--- config.mk ---
export PLATFORM = sky130hd
export DESIGN_NAME = econet_rx_frame_ctrl
export DESIGN_NICKNAME = d
export VERILOG_FILES = /design/src/rtl/econet_rx_frame_ctrl.sv
export SDC_FILE = /design/constraint.sdc
export NUM_CORES = 1
export LEC_CHECK = 0
export BUFFER_PORTS_ARGS = -buffer_cell sky130_fd_sc_hd__buf_2
export CAP_MARGIN = 20
export CELL_PAD_IN_SITES_DETAIL_PLACEMENT = 0
export CELL_PAD_IN_SITES_GLOBAL_PLACEMENT = 2
export CORE_ASPECT_RATIO = 0.6
export CORE_MARGIN = 2
export CORE_UTILIZATION = 35
export DETAILED_ROUTE_END_ITERATION = 16
export PLACE_DENSITY = 0.88
export SLEW_MARGIN = 15
export SYNTH_ARGS = -nofsm -noshare
export SYNTH_HDL_FRONTEND = slang
export SYNTH_SLANG_ARGS = --single-unit
--- constraint.sdc ---
create_clock -name sys_clk -period 3.5 [get_ports sys_clk]
set_input_delay 0.525 -clock sys_clk [delete_from_list [all_inputs] [get_ports sys_clk]]
set_output_delay 0.525 -clock sys_clk [all_outputs]
set_load 0.01 [all_outputs]
--- src/rtl/econet_rx_frame_ctrl.sv ---
// econet_rx_frame_ctrl: unloads FCS-checked frames from the receive ring as a byte stream
// Ports:
//   sys_clk, reset                 clock, asynchronous active-high reset
//   enable                         allows a new frame to be accepted from IDLE
//   frame_valid/start/end, frame_ack   pending-frame descriptor and its one-cycle clear pulse
//   buf_rd/buf_addr/buf_data       ring word read (data valid the cycle after buf_rd)
//   out_byte/valid/ready/first/last    payload byte stream with handshake
//   frame_len, busy                payload length of the current/last frame, non-IDLE flag
//   overrun/overrun_clr            sticky "frame arrived while unloading" flag and its clear
//   runt_cnt                       saturating count of discarded runt frames
module econet_rx_frame_ctrl #(
    parameter int ECO_CNTWIDTH = 9,
    parameter int FCS_BYTES = 2
) (
    input  logic                    sys_clk,
    input  logic                    reset,
    input  logic                    enable,
    input  logic                    frame_valid,
    input  logic [ECO_CNTWIDTH-1:0] frame_start,
    input  logic [ECO_CNTWIDTH-1:0] frame_end,
    output logic                    buf_rd,
    output logic [ECO_CNTWIDTH-3:0] buf_addr,
    input  logic [31:0]             buf_data,
    output logic                    frame_ack,
    output logic [7:0]              out_byte,
    output logic                    out_valid,
    input  logic                    out_ready,
    output logic                    out_first,
    output logic                    out_last,
    output logic [ECO_CNTWIDTH-1:0] frame_len,
    output logic                    busy,
    output logic                    overrun,
    input  logic                    overrun_clr,
    output logic [7:0]              runt_cnt
);
    localparam logic [2:0] IDLE = 3'd0, CHECK = 3'd1, ACK = 3'd2, FETCH = 3'd3,
                           WAIT = 3'd4, SHIFT = 3'd5, DONE = 3'd6;
    localparam logic [ECO_CNTWIDTH-1:0] FCS = ECO_CNTWIDTH'(FCS_BYTES);
    localparam logic [ECO_CNTWIDTH-1:0] ONE = ECO_CNTWIDTH'(1);
    logic [2:0]              state;
    logic [ECO_CNTWIDTH-1:0] ptr, raw, remaining;
    logic [31:0]             word;
    logic                    discard, first;
    logic                    unloading;
    assign busy      = state != IDLE;
    assign buf_rd    = state == FETCH;
    assign frame_ack = state == ACK;
    assign out_valid = state == SHIFT;
    assign buf_addr  = ptr[ECO_CNTWIDTH-1:2];
    assign out_byte  = word[{ptr[1:0], 3'b000} +: 8];
    assign out_first = out_valid && first;
    assign out_last  = out_valid && remaining == ONE;
    assign unloading = state == FETCH || state == WAIT || state == SHIFT || state == DONE;
    always_ff @(posedge sys_clk or posedge reset) begin
        if (reset) begin
            state     <= IDLE;
            ptr       <= '0;
            raw       <= '0;
            remaining <= '0;
            frame_len <= '0;
            word      <= '0;
            discard   <= 1'b0;
            first     <= 1'b0;
            overrun   <= 1'b0;
            runt_cnt  <= '0;
        end else begin
            // a set in the same cycle as a clear wins
            overrun <= (frame_valid && unloading) || (overrun && !overrun_clr);
            case (state)
                IDLE: if (enable && frame_valid) begin
                    ptr   <= frame_start;
                    raw   <= frame_end - frame_start;
                    state <= CHECK;
                end
                CHECK: begin
                    discard <= raw <= FCS;
                    first   <= 1'b1;
                    if (raw <= FCS) begin
                        if (runt_cnt != 8'hFF) runt_cnt <= runt_cnt + 8'd1;
                    end else begin
                        frame_len <= raw - FCS;
                        remaining <= raw - FCS;
                    end
                    state <= ACK;
                end
                ACK:   state <= discard ? IDLE : FETCH;
                FETCH: state <= WAIT;
                WAIT: begin
                    word  <= buf_data;
                    state <= SHIFT;
                end
                SHIFT: if (out_ready) begin
                    ptr       <= ptr + ONE;
                    remaining <= remaining - ONE;
                    first     <= 1'b0;
                    // lane 3 consumed means the next byte starts a new ring word
                    state     <= remaining == ONE ? DONE : ptr[1:0] == 2'd3 ? FETCH : SHIFT;
                end
                DONE:    state <= IDLE;
                default: state <= IDLE;
            endcase
        end
    end
endmodule

==> results.ini <==
[synthesis]
synth_fp_nets = 490
synth-seq-area-share_pct = 46.1
syn_area_um2 = 4450
synth_edf_count = 0
synth.distinct_cells = 54
ys_warn_count = 0
netlist_top_cells_area = dfrtp_1, mux2_2, mux4_2
syn_inst = 420
synthFlopType = dfrtp_1
synth-seq-cells = 82
synthDominantCellAreaShare_pct = 46.1
avgSynthCellArea_um2 = 10.6
synth_top_cell_by_area = dfrtp_1
synthArstFlopShare_pct = 100

[layout]
area_growth_pct = 19.4
multi_input_area_um2 = 2160
nets = 575
design_area_um2 = 5310
diodes = 0
fillers = 1182
layout-drive-gt1-share_pct = 33.3
utilization_pct = 43.5
regArea_um2 = 2050

[floorplan]
ios = 95
fp.coreArea_um2 = 12200
dieArea_um2 = 13700
std_cell_rows = 31
die_h_um = 91.3
initial_core_util_pct = 36.4
die_x_um = 150

[run_status]
status = finished, final reports clean

[clock_tree]
postCtsHoldBufs = 0
clk_latency_ns = 0.34
htreeDepth = 3
clkTransAtPathRegs_ns = 0.06
root_buffer = clkbuf_16
cts.sinks = 82
post_cts_buffers = 0
cts_resized = 0
cts_buffers = 9
cts_tree = done
clk_path_buf_depth = 2

[pwr]
pwr-share-comb_pct = 40.7
power.internal_mw = 2.83
powerDensity_nw_per_um2 = 857
peakVddDrop_mv = 0.245
power.net_switching_mw = 1.72
swShare_pct = 37.8
power.clock.fraction_pct = 19.4
cellLeakagePower_nw = 2.44
power_frac_seq_pct = 39.9

[sta]
fin_crit_ns = 2.39
hold_viol_final = 0
setup_violations = 0
fin_tns_setup_ns = 0
fmax_mhz = 418
maxSlewViolCount = 0
clock_skew_ns = 0.00635
period_share_pct = 68.4
rsz0062_at_grt = false
tightest_slew_ns = 0.711
relSlewSlack_pct = 52.6

[global_route]
grt_pass1_wl_mm = 17.4
grt_pass1_vias = 3452
grt_usage_pct = 16.3
grt_start_max_net_pins = 37
antenna_found_initial = 0
gr-total-overflow = 0

[worst_setup_path]
cp-end-kind = output pin
arrival_ns = 1.87
path_max_fanout = 12
critPathKind = flop to output pin
cp-start-kind = flop
cp.required_ns = 2.97

[placed_design]
place.gp.congestion = 0.775
place_area_um2 = 5030
hpwl_mm = 7.76
io_buffers = 94

[detailed_routing]
wirelength_mm = 10.3
ant_nets = 0
route.vias.total = 3433
drt-pass1-iter-count = 4
drc = 0
viasPerCell = 5.09
drt_iter0_markers = 191
drt-wirelength-per-cell_um = 15.2

[hold_path]
hold_class = primary input to async pin

[flow_run]
drv_cap = 0

[critical path, stage by stage (launching register included)]
cell and delay [ns]:
dfrtp_1 0.78, mux4_2 0.59, buf_2 0.16
[flip-flops by register name, indices dropped and copies added, names as in the netlist]
| register | count |
|---|---|
| ptr | 9 |
| frame_len | 9 |
| remaining | 9 |
| overrun | 1 |
| runt_cnt | 8 |
| discard | 1 |
| state | 3 |
| first | 1 |
| word | 32 |
| raw | 9 |
[cells in the mapped netlist, types with 2 or more instances]
cell type and number:
a211oi_1 2, a21o_1 2, a21oi_1 21, a22oi_1 4
a41oi_1 2, and2_1 3, and3_1 2, buf_2 7
buf_4 9, buf_6 2, clkbuf_1 8, dfrtp_1 82
ha_1 13, inv_1 23, mux2_2 37, mux2i_1 2
mux4_2 8, nand2_1 32, nand2b_1 2, nand3_1 7
nand4_1 6, nor2_1 37, nor2b_1 3, nor3_1 11
nor3b_1 4, nor4_1 3, o211ai_1 2, o21a_1 5
o21ai_0 30, o22a_1 4, o22ai_1 3, o31a_1 2
o31ai_1 5, xnor2_1 12, xor2_1 6
[placed cells by master, fill, tap and decap left out, types with 8 or more instances in the layout]
cell       netlist  layout
nand2_1         32      32
xnor2_1         12      12
nor3_1          11      11
clkbuf_16        0       9
mux2_2          37      37
dfrtp_1         82      82
o21ai_0         30      30
inv_1           23      22
mux4_2           8       8
ha_1            13      13
buf_2            7      94
nor2_1          37      37
a21oi_1         21      21
[cells by family (layout without fill, tap and decap cells)]
| logic type | Yosys count | in the layout | share of synthesized area (%) |
|---|---|---|---|
| AOI/OAI and AO/OA | 93 | 93 | 14.0 |
| xor gates and xnor gates | 18 | 18 | 3.54 |
| adders and majority gates | 14 | 14 | 4.11 |
| buffers and inverters | 49 | 139 | 5.43 |
| DFF | 82 | 82 | 46.1 |
| muxes | 48 | 48 | 14.1 |
| and+or+nand+nor | 116 | 116 | 12.7 |
[through the flow]
| stage | std cells | power (mW) | hold slack (ns) | setup WS (ns) |
|---|---|---|---|---|
| 2_1_floorplan | 420 | 3.20 | 0.439 | 0.867 |
| 3_3_place_gp | 658 | 3.65 | 0.473 | 1.27 |
| 3_5_place_dp | 659 | 3.70 | 0.465 | 1.24 |
| 4_1_cts | 675 | 4.61 | 0.229 | 1.06 |
| 5_1_grt | 675 | 4.92 | 0.254 | 0.974 |
| 6_report | 675 | 4.55 | 0.214 | 1.11 |
[final timing paths]
path                              from            to  slack, ns  cells past startpoint
max in group asynchronous        reset        raw[8]       2.52                      4
min reg2reg                      first         first       0.48                      2
min                              reset       overrun       0.21                      2
max reg2reg                     raw[1]  frame_len[6]       1.25                      5
max                             ptr[1]   out_byte[7]       1.11                      2
min in group sys_clk       overrun_clr       overrun       0.37                      2
[power by group through the flow]
stage	Clock, mW	Combinational (mW)	Sequential [mW]
6_report	0.881	1.85	1.82
3_3_place_gp	0	1.83	1.81
2_1_floorplan	0	1.52	1.67
3_5_place_dp	0	1.87	1.83
5_1_grt	0.956	2.07	1.90
4_1_cts	0.914	1.88	1.81
[metal layers]
layer	routed length, um	share of wire (%)	global-route usage, %	vias to the layer above
li1	-	-	-	1667
met1	5280	51	23.7	1660
met2	4310	42	22.9	94
met3	576	5.6	4.72	12
met4	129	1.3	5.48	0
met5	0	0	0	-
[final cells by class]
class | count | area share [%]
timing repair buffer | 100 | 9.94
inverter | 23 | 1.65
clock inverter | 6 | 0.801
multi-input combinational | 289 | 40.6
tap | 165 | 3.89
clock buffer | 10 | 4.50
sequential | 82 | 38.6
No activity file was read; power rests on OpenSTA's default activity.
